<file path="config.mk">
export PLATFORM = sky130hd
export DESIGN_NAME = reg_counter_bank
export DESIGN_NICKNAME = d
export VERILOG_FILES = /design/src/rtl/reg_counter_bank.sv
export SDC_FILE = /design/constraint.sdc
export NUM_CORES = 1
export LEC_CHECK = 0
export BUFFER_PORTS_ARGS = -buffer_cell sky130_fd_sc_hd__buf_4
export CAP_MARGIN = 5
export CORE_UTILIZATION = 40
export CTS_CLUSTER_DIAMETER = 80
export DETAILED_ROUTE_END_ITERATION = 10
export PLACE_DENSITY = 0.62
export SLEW_MARGIN = 40
export SYNTH_ARGS = -nofsm -noshare
export SYNTH_HDL_FRONTEND = slang
export SYNTH_SLANG_ARGS = --single-unit
</file>
<file path="constraint.sdc">
create_clock -name clk -period 3.7 [get_ports clk]
set_input_delay 0.37 -clock clk [delete_from_list [all_inputs] [get_ports clk]]
set_output_delay 0.37 -clock clk [all_outputs]
set_load 0.005 [all_outputs]
</file>
<file path="src/rtl/reg_counter_bank.sv">
// Bank of independent programmable up/down counters behind a simple
// wr_en/rd_en/addr register bus, one sticky terminal-count interrupt per channel.

module reg_counter_ch #(
    parameter int CNT_W = 32
) (
    input  logic             clk,
    input  logic             rst,
    input  logic             wr_ctrl,
    input  logic             wr_period,
    input  logic             wr_cnt,
    input  logic             wr_clr,
    input  logic [3:0]       ctrl_d,
    input  logic [CNT_W-1:0] val_d,
    output logic [3:0]       ctrl,
    output logic [CNT_W-1:0] period,
    output logic [CNT_W-1:0] cnt,
    output logic             tc
);

    logic             en;
    logic             down;
    logic             oneshot;
    logic             terminal;
    logic [CNT_W-1:0] cnt_nxt;

    assign en      = ctrl[0];
    assign down    = ctrl[1];
    assign oneshot = ctrl[2];

    assign terminal = en & (down ? (cnt == '0) : (cnt == period));

    // A terminal one-shot parks on its terminal value; periodic mode reloads.
    always_comb begin
        cnt_nxt = cnt;
        if (terminal) begin
            if (!oneshot) begin
                cnt_nxt = down ? period : '0;
            end
        end else if (en) begin
            cnt_nxt = down ? (cnt - CNT_W'(1)) : (cnt + CNT_W'(1));
        end
    end

    always_ff @(posedge clk or posedge rst) begin
        if (rst) begin
            ctrl <= '0;
        end else if (wr_ctrl) begin
            ctrl <= ctrl_d;
        end else if (terminal && oneshot) begin
            ctrl[0] <= 1'b0;
        end
    end

    always_ff @(posedge clk or posedge rst) begin
        if (rst) begin
            period <= '1;
        end else if (wr_period) begin
            period <= val_d;
        end
    end

    always_ff @(posedge clk or posedge rst) begin
        if (rst) begin
            cnt <= '0;
        end else if (wr_cnt) begin
            cnt <= val_d;
        end else begin
            cnt <= cnt_nxt;
        end
    end

    // Setting TC wins over a simultaneous write-1-to-clear.
    always_ff @(posedge clk or posedge rst) begin
        if (rst) begin
            tc <= 1'b0;
        end else if (terminal) begin
            tc <= 1'b1;
        end else if (wr_clr) begin
            tc <= 1'b0;
        end
    end

endmodule

module reg_counter_bank #(
    parameter int NUM_CH = 2,
    parameter int CNT_W  = 32,
    parameter int ADDR_W = 10
) (
    input  logic              clk,
    input  logic              rst,
    input  logic              wr_en,
    input  logic              rd_en,
    input  logic [ADDR_W-1:0] addr,
    input  logic [31:0]       wdata,
    output logic [31:0]       rdata,
    output logic [NUM_CH-1:0] irq
);

    localparam int CH_W = ADDR_W - 4;

    logic [CH_W-1:0]                ch;
    logic                           acc_ok;
    logic                           wr_mode;
    logic                           rd_mode;
    logic                           sel_ctrl;
    logic                           sel_period;
    logic                           sel_cnt;
    logic                           sel_status;

    logic [NUM_CH-1:0][3:0]         ctrl_q;
    logic [NUM_CH-1:0][CNT_W-1:0]   period_q;
    logic [NUM_CH-1:0][CNT_W-1:0]   cnt_q;
    logic [NUM_CH-1:0]              tc_q;

    assign ch      = addr[ADDR_W-1:4];
    assign acc_ok  = (addr[1:0] == 2'b00) && (32'(ch) < NUM_CH);
    assign wr_mode = wr_en & ~rd_en;
    assign rd_mode = rd_en & ~wr_en;

    assign sel_ctrl   = (addr[3:2] == 2'd0);
    assign sel_period = (addr[3:2] == 2'd1);
    assign sel_cnt    = (addr[3:2] == 2'd2);
    assign sel_status = (addr[3:2] == 2'd3);

    for (genvar c = 0; c < NUM_CH; c++) begin : g_ch
        logic hit;

        assign hit = wr_mode & acc_ok & (ch == CH_W'(c));

        reg_counter_ch #(
            .CNT_W (CNT_W)
        ) u_ch (
            .clk       (clk),
            .rst       (rst),
            .wr_ctrl   (hit & sel_ctrl),
            .wr_period (hit & sel_period),
            .wr_cnt    (hit & sel_cnt),
            .wr_clr    (hit & sel_status & wdata[0]),
            .ctrl_d    (wdata[3:0]),
            .val_d     (wdata[CNT_W-1:0]),
            .ctrl      (ctrl_q[c]),
            .period    (period_q[c]),
            .cnt       (cnt_q[c]),
            .tc        (tc_q[c])
        );

        assign irq[c] = tc_q[c] & ctrl_q[c][3];
    end

    // Read mux: zero unless a clean, in-range read is presented.
    always_comb begin
        rdata = '0;
        if (rd_mode && acc_ok) begin
            for (int c = 0; c < NUM_CH; c++) begin
                if (ch == CH_W'(c)) begin
                    unique case (1'b1)
                        sel_ctrl:   rdata = {28'd0, ctrl_q[c]};
                        sel_period: rdata = 32'(period_q[c]);
                        sel_cnt:    rdata = 32'(cnt_q[c]);
                        sel_status: rdata = {31'd0, tc_q[c]};
                        default:    rdata = '0;
                    endcase
                end
            end
        end
    end

endmodule

</file>
* Word level (Yosys, flattened, before mapping)
Index checks and enable logic that the tools add are counted.
** Word-level totals
- Flip-flop bits (word level) :: 138
- Input port bits :: 46
- Output and inout port bits :: 34
- Word-level logic and storage cells :: 88
** Cells by class
- Add/sub/neg operators :: 4
- Magnitude comparators :: 1
- Eq/ne operators :: 8
- Multiplexer cells :: 27
- Bitwise operators :: 21
- Reduce and logical (&&, ||, !) cells :: 17
** Operators by type and width (count)
- 2-to-1 mux 32 bit :: 15
- one-hot mux 32 bit (4 select lines) :: 2
- adder 32 x 1 -> 32 bit, second input constant :: 2
- == test 32 bit :: 2
- zero test 32 bit :: 2
- subtractor 32 x 1 -> 32 bit, second input constant :: 2
- AND 1 bit :: 19
- 2-to-1 mux 1 bit :: 10
- nonzero test 2 bit :: 4
- == test 6 x 1 -> 1 bit, second input constant :: 1
- zero test 6 bit :: 1
- < comparator 6 x 2 -> 1 bit, second input constant :: 1
- inequality test 3 x 2 -> 1 bit, second input constant :: 2
- nonzero test 3 bit :: 2
- == test 2 bit, second input constant :: 2
- logical AND 1 bit :: 4
- zero test 2 bit :: 2
- AND reduction 2 bit :: 2
- == test 2 x 1 -> 1 bit, second input constant :: 1
- NOT 1 bit :: 2

* Logic depth before layout (Yosys ltp)
Gate-level depths: netlist of the first run.
- Word-level depth :: 8
- Gate-level depth with buffers :: 11
- Mapped depth without buffers :: 10

* By module
A second synthesis of the first run with hierarchy kept.
** Unflattened totals
- Cell total of the unflattened synthesis :: 1286
- Area total of the unflattened synthesis :: 11753.8 µm²
** By module, submodules not included
- reg_counter_ch :: times used 2, cells each 566, area an instance 5207.5 µm², sequential area each 1766.7 µm²
- reg_counter_bank :: times used 1, cells each 154, area an instance 1338.8 µm², sequential area each 0.0 µm²

* Least setup slack after synthesis of the first run
OpenSTA, ideal clock, no wires.
- Path type :: reg2reg
- From :: reg g_ch[0].u_ch.ctrl[1]
- To :: reg g_ch[0].u_ch.cnt[31]
- Setup time :: 128 ps
- Arrival time :: 3222 ps
- Required time :: 3572 ps
- Path slack :: 350 ps
- Cell stages (with the launch flop) :: 11
- Buffers on the path :: 0
- Clock period less this slack :: 3350 ps
- Cell sequence :: dfrtp_1 ha_1 o211a_1 o21ai_1 a31oi_2 a311o_1 a41oi_2 o31ai_4 o41ai_2 xnor2_1 o22ai_1
** On the way
- Word-level cells in the longest chain between the ends :: 4
- Elaborated cells on any way between the ends :: 11
** Ends and longest elaborated chain
- from (decl) :: RTL line 15 : output logic [3:0] ctrl,
- from (signal assigned) :: RTL line 49 : ctrl <= ctrl_d;
- 2-to-1 mux 1 bit (tied with other cells) :: RTL line 31 : assign terminal = en & (down ? (cnt == '0) : (cnt == period));
- AND 1 bit (tied with other cells) :: RTL line 31
- inequality test 3 x 2 -> 1 bit (no line) (tied with other cells)
- AND reduction 2 bit (no line) / 2-to-1 mux 32 bit (equally long branches)
- to (signal assigned) :: RTL line 67 : cnt <= val_d;
- to (signal assigned) :: RTL line 69 : cnt <= cnt_nxt;
- to (decl) :: RTL line 17 : output logic [CNT_W-1:0] cnt,
Parallel ways exist; a longest one is shown, timed or not. The select of a mux whose other input is x is not followed.
A chain may end at the register's enable or synchronous reset.

* Worst setup path in the final report of the first run
- From :: in addr[8]
- To :: out rdata[31]
** On the way
- Word-level cells in the longest chain between the ends :: 4
- Elaborated cells on any way between the ends :: 8
** Ends and longest elaborated chain
- from (decl) :: RTL line 95 : input logic [ADDR_W-1:0] addr,
- < comparator 6 x 2 -> 1 bit / zero test 6 bit (equally long branches) :: RTL line 118, 157
- logical AND 1 bit / 2-to-1 mux 32 bit (equally long branches) :: RTL line 118, 157
- logical AND 1 bit / 2-to-1 mux 32 bit (equally long branches) :: RTL line 155, 157
- 2-to-1 mux 32 bit (*) :: RTL line 155 : if (rd_mode && acc_ok) begin
- to (decl) :: RTL line 97 : output logic [31:0] rdata,
Mark *: on every way between the ends. The rest lies on a longest branch, timed or not.

==> flow_metrics.env, run 1 <==
export IMPL_status="complete, no violations"
export IMPL_vias=10700
export IMPL_async_flop_share_pct=100
export IMPL_routed_via_density=6.38
export IMPL_setup_viol=0
export IMPL_ys_warn_count=0
export IMPL_drive_gt1_share_pct=23.4
export IMPL_gp_congestion=0.932
export IMPL_synth_edf_count=0
export IMPL_clockPowerShare_pct=22.1
export IMPL_gr_usage_all_layers_pct=27.4
export IMPL_rows=60
export IMPL_wl_per_cell_um=23.2
export IMPL_reg2reg_to="g_ch[0].u_ch.cnt[29]$_DFFE_PP0P_"
export IMPL_cts_clk_slew_worst_paths_ns=0.06
export IMPL_dpl_hpwl_um=29000
export IMPL_pwr_share_seq_pct=32.4
export IMPL_slowest_delay_ns=0.78
export IMPL_drt_iter0_drc=1057
export IMPL_max_clock_path_buffers=2
export IMPL_num_io_pins=80
export IMPL_holdBufCountCts=0
export IMPL_register_area_um2=3530
export IMPL_p_total_w=0.00779
export IMPL_multiInputGateArea_um2=7210
export IMPL_fillers=2603
export IMPL_post_cts_setup_buffers=0
export IMPL_area_delta_synth_final_pct=15.2
export IMPL_postSynthCellCount=1233
export IMPL_period_needed_ns=3.45
export IMPL_wl_um=38900
export IMPL_max_clock_freq_mhz=290
export IMPL_firstDrtPassIters=7
export IMPL_fp_dieW_um=169
export IMPL_synth_top_area_cell="dfrtp_1"
export IMPL_tightest_slew_ns=0.740
export IMPL_fin_area_um2=12800
export IMPL_dieArea_um2=28400
export IMPL_path_max_fanout=32
export IMPL_critPathArrivalTime_ns=3.08
export IMPL_clockRootBuffer="clkbuf_16"
export IMPL_slew_headroom_pct=50.5
export IMPL_antennaDiodeCount=0
export IMPL_cp_end_kind="output port"
export IMPL_synth_most_common_cell="nor2_1"
export IMPL_ant_nets=0
export IMPL_slowest_stage="or3b_2"
export IMPL_syn_avg_cell_area_um2=9.00
export IMPL_grt_pass1_vias=10200
export IMPL_antenna_found_initial=0
export IMPL_die_h_um=169
export IMPL_switchingPower_w=0.00333
export IMPL_p_leak_nw=5.38
export IMPL_cts_htree_levels=4
export IMPL_maxCapViolCount=0
export IMPL_ys_seq_elements=138
export IMPL_numClockSinks=138
export IMPL_power_density_nw_per_um2=609
export IMPL_required_ns=3.33
export IMPL_hold_slack_ns=0.0171
export IMPL_tns_ns=0
export IMPL_p_int_w=0.00446
export IMPL_cts_resized=0
export IMPL_path_common_cell="buf_4"
export IMPL_hold_violations=0
export IMPL_netlist_area_um2=11100
export IMPL_dpl_cell_area_um2=12200
export IMPL_crit_chain="buf_4, or4_1, or4_4, or3b_2, nor3_1, buf_4"
export IMPL_clk_latency_ns=0.43
export IMPL_yosys_top_cells_area="dfrtp_1 (17%), dfstp_2 (15%), mux2_2 (7.0%), ha_1 (6.8%), a221oi_1 (6.1%)"
export IMPL_cts_tree="done"
export IMPL_core_area_um2=27100
export IMPL_r2r_slack_ns=0.30
export IMPL_syn_nets=1341
export IMPL_crit_type="input pin to output port"
export IMPL_synth_flop_cell="dfrtp_1"
export IMPL_drv_slew=0
export IMPL_vdd_ir_drop_max_mv=0.324
export IMPL_nNetsFinal=1404
export IMPL_numCtsBuffers=17
export IMPL_crit_cells=6
export IMPL_grt_setup_unrepaired="no"
export IMPL_combPwrFrac_pct=45.5
export IMPL_critPathTopFamily="simple AND/OR/NAND/NOR gates"
export IMPL_hold_path_class="input pin to asynchronous set/reset pin"
export IMPL_drc=0
export IMPL_grt_max_degree=50
export IMPL_synth_common_cells="nor2_1 (97), a21oi_1 (93), a221oi_1 (77)"
export IMPL_synth_distinct_cells=74
export IMPL_yosysTopAreaCellShare_pct=16.7
export IMPL_start_kind="input pin"
export IMPL_ys_seq_area_share_pct=31.8
export IMPL_grt_overflow=0
export IMPL_r2r_cells=10
export IMPL_path_buf_inv=2
export IMPL_grt_pass1_wl_um=59800
export IMPL_post_route_period_util_pct=93.3
export IMPL_swShare_pct=42.8
export IMPL_portBuffers=79
export IMPL_finalClockSkew_ns=0.0111
export IMPL_start_util_pct=41.0
export IMPL_rr_startpoint="g_ch[0].u_ch.ctrl[1]$_DFFE_PP0P_"
## routing by layer
metal	routed length [µm]	up-vias	GRT usage, %
met3	2160	102	3.25
met1	17200	5262	37.4
met4	1680	0	13.2
met5	0	-	0
met2	17800	462	43.2
li1	-	4890	-
## flip-flops by register name (all words and copies together) (netlist names)
| name | count |
|---|---|
| g_ch.u_ch.cnt | 64 |
| g_ch.u_ch.period | 64 |
| g_ch.u_ch.ctrl | 8 |
| g_ch.u_ch.tc | 2 |
## metrics by stage
step                      worst slack (ns)  util, %  instances
after global placement               0.199     45.0       1649
after floorplan                      0.350        -       1233
after CTS                            0.198     47.2       1680
after detailed placement             0.200     45.0       1649
after global routing                0.0790     47.2       1680
final                                0.249     47.2       1680
## layout by cell type, fill, tap and decap left out, types with 32 or more instances in the layout
| cell | count |
|---|---|
| buf_4 | 120 |
| nor2_1 | 96 |
| a21oi_1 | 93 |
| a221oi_1 | 77 |
| dfrtp_1 | 74 |
| mux2_2 | 69 |
| xnor2_1 | 64 |
| dfstp_2 | 64 |
| o21ai_0 | 61 |
| ha_1 | 60 |
| xor2_1 | 52 |
| nand2_1 | 50 |
| nor3_1 | 46 |
| o22ai_1 | 45 |
| a21o_1 | 32 |
## worst max-delay path by stage
stage	start	to	slack, ns
after detailed placement	addr[8]	rdata[31]	0.20
after floorplan	g_ch[0].u_ch.ctrl[1]$_DFFE_PP0P_	g_ch[0].u_ch.cnt[31]$_DFFE_PP0P_	0.35
final	addr[8]	rdata[31]	0.25
after CTS	addr[8]	rdata[31]	0.20
after global routing	g_ch[1].u_ch.ctrl[1]$_DFFE_PP0P_	g_ch[1].u_ch.cnt[31]$_DFFE_PP0P_	0.08
after global placement	addr[8]	rdata[31]	0.20
## worst register-to-register path: stages, from the launching register on
cell and delay, ns:
dfrtp_1 0.55, ha_1 0.47, o211a_1 0.19, o21ai_1 0.12, a31oi_2 0.30, a311o_1 0.35, a41oi_2 0.22, o31ai_4 0.47
a31oi_1 0.14, a221o_1 0.35, a31oi_1 0.17
## cells by family after synthesis
group	count (synthesis)	synth area share [%]
buffers and inverters	96	3.39
and+or+nand+nor	320	14.4
xor gates and xnor gates	116	9.15
DFF	138	31.8
muxes	81	8.31
AOI/OAI and AO/OA	420	25.8
adders and majority gates	62	7.12
## cell type report
class / instances / area share [%]
Sequential cell: 138 / 27.6
Clock buffer: 21 / 3.60
Tap cell: 372 / 3.64
Clock inverter: 10 / 0.939
Inverter: 19 / 0.587
Timing Repair Buffer: 121 / 7.20
Multi-Input combinational cell: 999 / 56.4
## power by group through the flow
stage                     sequential [W]  clock, W  combinational (W)
after CTS                        0.00249   0.00173            0.00349
after floorplan                  0.00225         0            0.00268
after global routing             0.00256   0.00178            0.00389
after detailed placement         0.00252         0            0.00345
final                            0.00253   0.00172            0.00354
after global placement           0.00251         0            0.00344
Power figures use the tool's default switching activity.
==> run 2: changes to the inputs <==
--- a/config.mk
+++ b/config.mk
@@ -7,10 +7,10 @@
 export LEC_CHECK = 0
 export BUFFER_PORTS_ARGS = -buffer_cell sky130_fd_sc_hd__buf_4
 export CAP_MARGIN = 5
-export CORE_UTILIZATION = 40
+export CORE_UTILIZATION = 45
 export CTS_CLUSTER_DIAMETER = 80
 export DETAILED_ROUTE_END_ITERATION = 10
-export PLACE_DENSITY = 0.62
+export PLACE_DENSITY = 0.68
 export SLEW_MARGIN = 40
 export SYNTH_ARGS = -nofsm -noshare
 export SYNTH_HDL_FRONTEND = slang
==> flow_metrics.env, run 2 (synthesized netlist as in run 1, its figures left out) <==
export IMPL_path_max_fanout=17
export IMPL_die_h_um=159
export IMPL_grt_pass1_vias=10200
export IMPL_antenna_found_initial=0
export IMPL_grt_pass1_wl_um=58800
export IMPL_numCtsBuffers=17
export IMPL_critPathArrivalTime_ns=3.12
export IMPL_maxCapViolCount=0
export IMPL_num_io_pins=80
export IMPL_gr_usage_all_layers_pct=29.7
export IMPL_antennaDiodeCount=0
export IMPL_routed_via_density=6.57
export IMPL_path_common_cell="buf_4"
export IMPL_p_leak_nw=5.38
export IMPL_status="complete, no violations"
export IMPL_max_clock_freq_mhz=286
export IMPL_grt_overflow=0
export IMPL_core_area_um2=24200
export IMPL_top_regs="g_ch.u_ch.cnt x64, g_ch.u_ch.period x64, g_ch.u_ch.ctrl x8"
export IMPL_dieArea_um2=25300
export IMPL_clockRootBuffer="clkbuf_16"
export IMPL_numClockSinks=138
export IMPL_layout_common_cells="buf_4 (109), nor2_1 (96), a21oi_1 (93)"
export IMPL_clk_latency_ns=0.43
export IMPL_cp_end_kind="output port"
export IMPL_drive_gt1_share_pct=22.9
export IMPL_slowest_delay_ns=0.68
export IMPL_hold_path_class="input pin to asynchronous set/reset pin"
export IMPL_power_density_nw_per_um2=616
export IMPL_path_buf_inv=3
export IMPL_start_util_pct=45.8
export IMPL_cts_htree_levels=4
export IMPL_nNetsFinal=1395
export IMPL_layout_commonest_cell="buf_4"
export IMPL_drc=0
export IMPL_wl_um=37400
export IMPL_holdBufCountCts=0
export IMPL_wl_per_cell_um=23.0
export IMPL_placed_cells=1592
export IMPL_critPathTopFamily="simple AND/OR/NAND/NOR gates"
export IMPL_slowest_stage="or3b_2"
export IMPL_ant_nets=0
export IMPL_portBuffers=79
export IMPL_vias=10700
export IMPL_start_kind="input pin"
export IMPL_crit_type="input pin to output port"
export IMPL_gp_congestion=0.900
export IMPL_max_clock_path_buffers=2
export IMPL_area_delta_synth_final_pct=14.5
export IMPL_fp_dieW_um=159
export IMPL_grt_max_degree=139
export IMPL_required_ns=3.33
export IMPL_vdd_ir_drop_max_mv=0.361
export IMPL_period_needed_ns=3.49
export IMPL_dpl_hpwl_um=27600
export IMPL_crit_chain="buf_4, or4_1, or4_4, or3b_2, buf_4, nor3_1, buf_4"
export IMPL_r2r_slack_ns=0.41
export IMPL_drt_iter0_drc=1123
export IMPL_drv_slew=0
export IMPL_finalClockSkew_ns=0.00778
export IMPL_hold_violations=0
export IMPL_slew_headroom_pct=48.4
export IMPL_setup_viol=0
export IMPL_tightest_slew_ns=0.774
export IMPL_post_cts_setup_buffers=0
export IMPL_cts_resized=0
export IMPL_post_route_period_util_pct=94.3
export IMPL_cts_tree="done"
export IMPL_firstDrtPassIters=6
export IMPL_rows=57
export IMPL_layoutNonFillerInstCount=1624
export IMPL_cts_clk_slew_worst_paths_ns=0.06
export IMPL_grt_setup_unrepaired="no"
export IMPL_tns_ns=0
-- run 2: cell count changes in the layout (fill, tap and decap cells not counted), sizes merged --
| cell | change |
|---|---|
| bufinv | +2 |
| buf | -9 |
| clkinv | +7 |
| clkinvlp | -5 |
| clkbuf | -2 |
| inv | -1 |
-- run 2: per-stage QoR --
| step | total power (W) | setup slack (ns) | area [µm²] | hold slack [ns] | utilization, % |
|---|---|---|---|---|---|
| 6_report | 0.00784 | 0.209 | 12700 | 0.122 | 52.4 |
| 2_1_floorplan | 0.00494 | 0.350 | 11100 | 0.480 | - |
| 5_1_grt | 0.00832 | 0.148 | 12700 | 0.214 | 52.4 |
| 3_5_place_dp | 0.00595 | 0.242 | 12100 | 0.514 | 49.9 |
| 3_3_place_gp | 0.00588 | 0.214 | 12100 | 0.501 | 49.9 |
| 4_1_cts | 0.00776 | 0.241 | 12700 | 0.197 | 52.4 |
-- run 2: power by group --
group	switching, W	total, W	internal [W]
Clock	0.000676	0.00180	0.00112
Combinational	0.00196	0.00353	0.00158
Sequential	0.000650	0.00251	0.00186
Total	0.00328	0.00784	0.00456
-- run 2: tightest hold or removal path, cell delays in order --
cell        delay (ns)
buf_4             0.12
clkinvlp_4        0.07
buf_12            0.51
-- run 2: layout make-up --
class	count	area, µm²
clock buffers	19	433
clock inverters	13	176
fillers	2243	11500
inverters	19	75.1
multi-input cells	999	7210
flip-flops and latches	138	3530
well taps	324	405
repair buffers	112	878
-- run 2: routing by layer --
layer	share of wire, %	global-route usage [%]	vias to the layer above
met4	4.6	15.6	0
li1	-	-	4863
met2	46	46.4	476
met3	6.1	3.88	102
met5	0	0	-
met1	43	40.2	5225
-- run 2: path summary, 6_finish.rpt --
| check | to | cells after the start | startpoint |
|---|---|---|---|
| worst max-delay path | rdata[31] | 7 | addr[8] |
| worst min-delay path | g_ch[0].u_ch.cnt[8]$_DFFE_PP0P_ | 3 | rst |
| worst max register to register | g_ch[0].u_ch.cnt[29]$_DFFE_PP0P_ | 10 | g_ch[0].u_ch.ctrl[1]$_DFFE_PP0P_ |
| worst min register to register | g_ch[1].u_ch.period[0]$_DFFE_PP1P_ | 2 | g_ch[1].u_ch.period[0]$_DFFE_PP1P_ |
| max in group asynchronous | g_ch[1].u_ch.cnt[19]$_DFFE_PP0P_ | 3 | rst |
| min in group clk | g_ch[0].u_ch.period[26]$_DFFE_PP1P_ | 2 | wdata[26] |
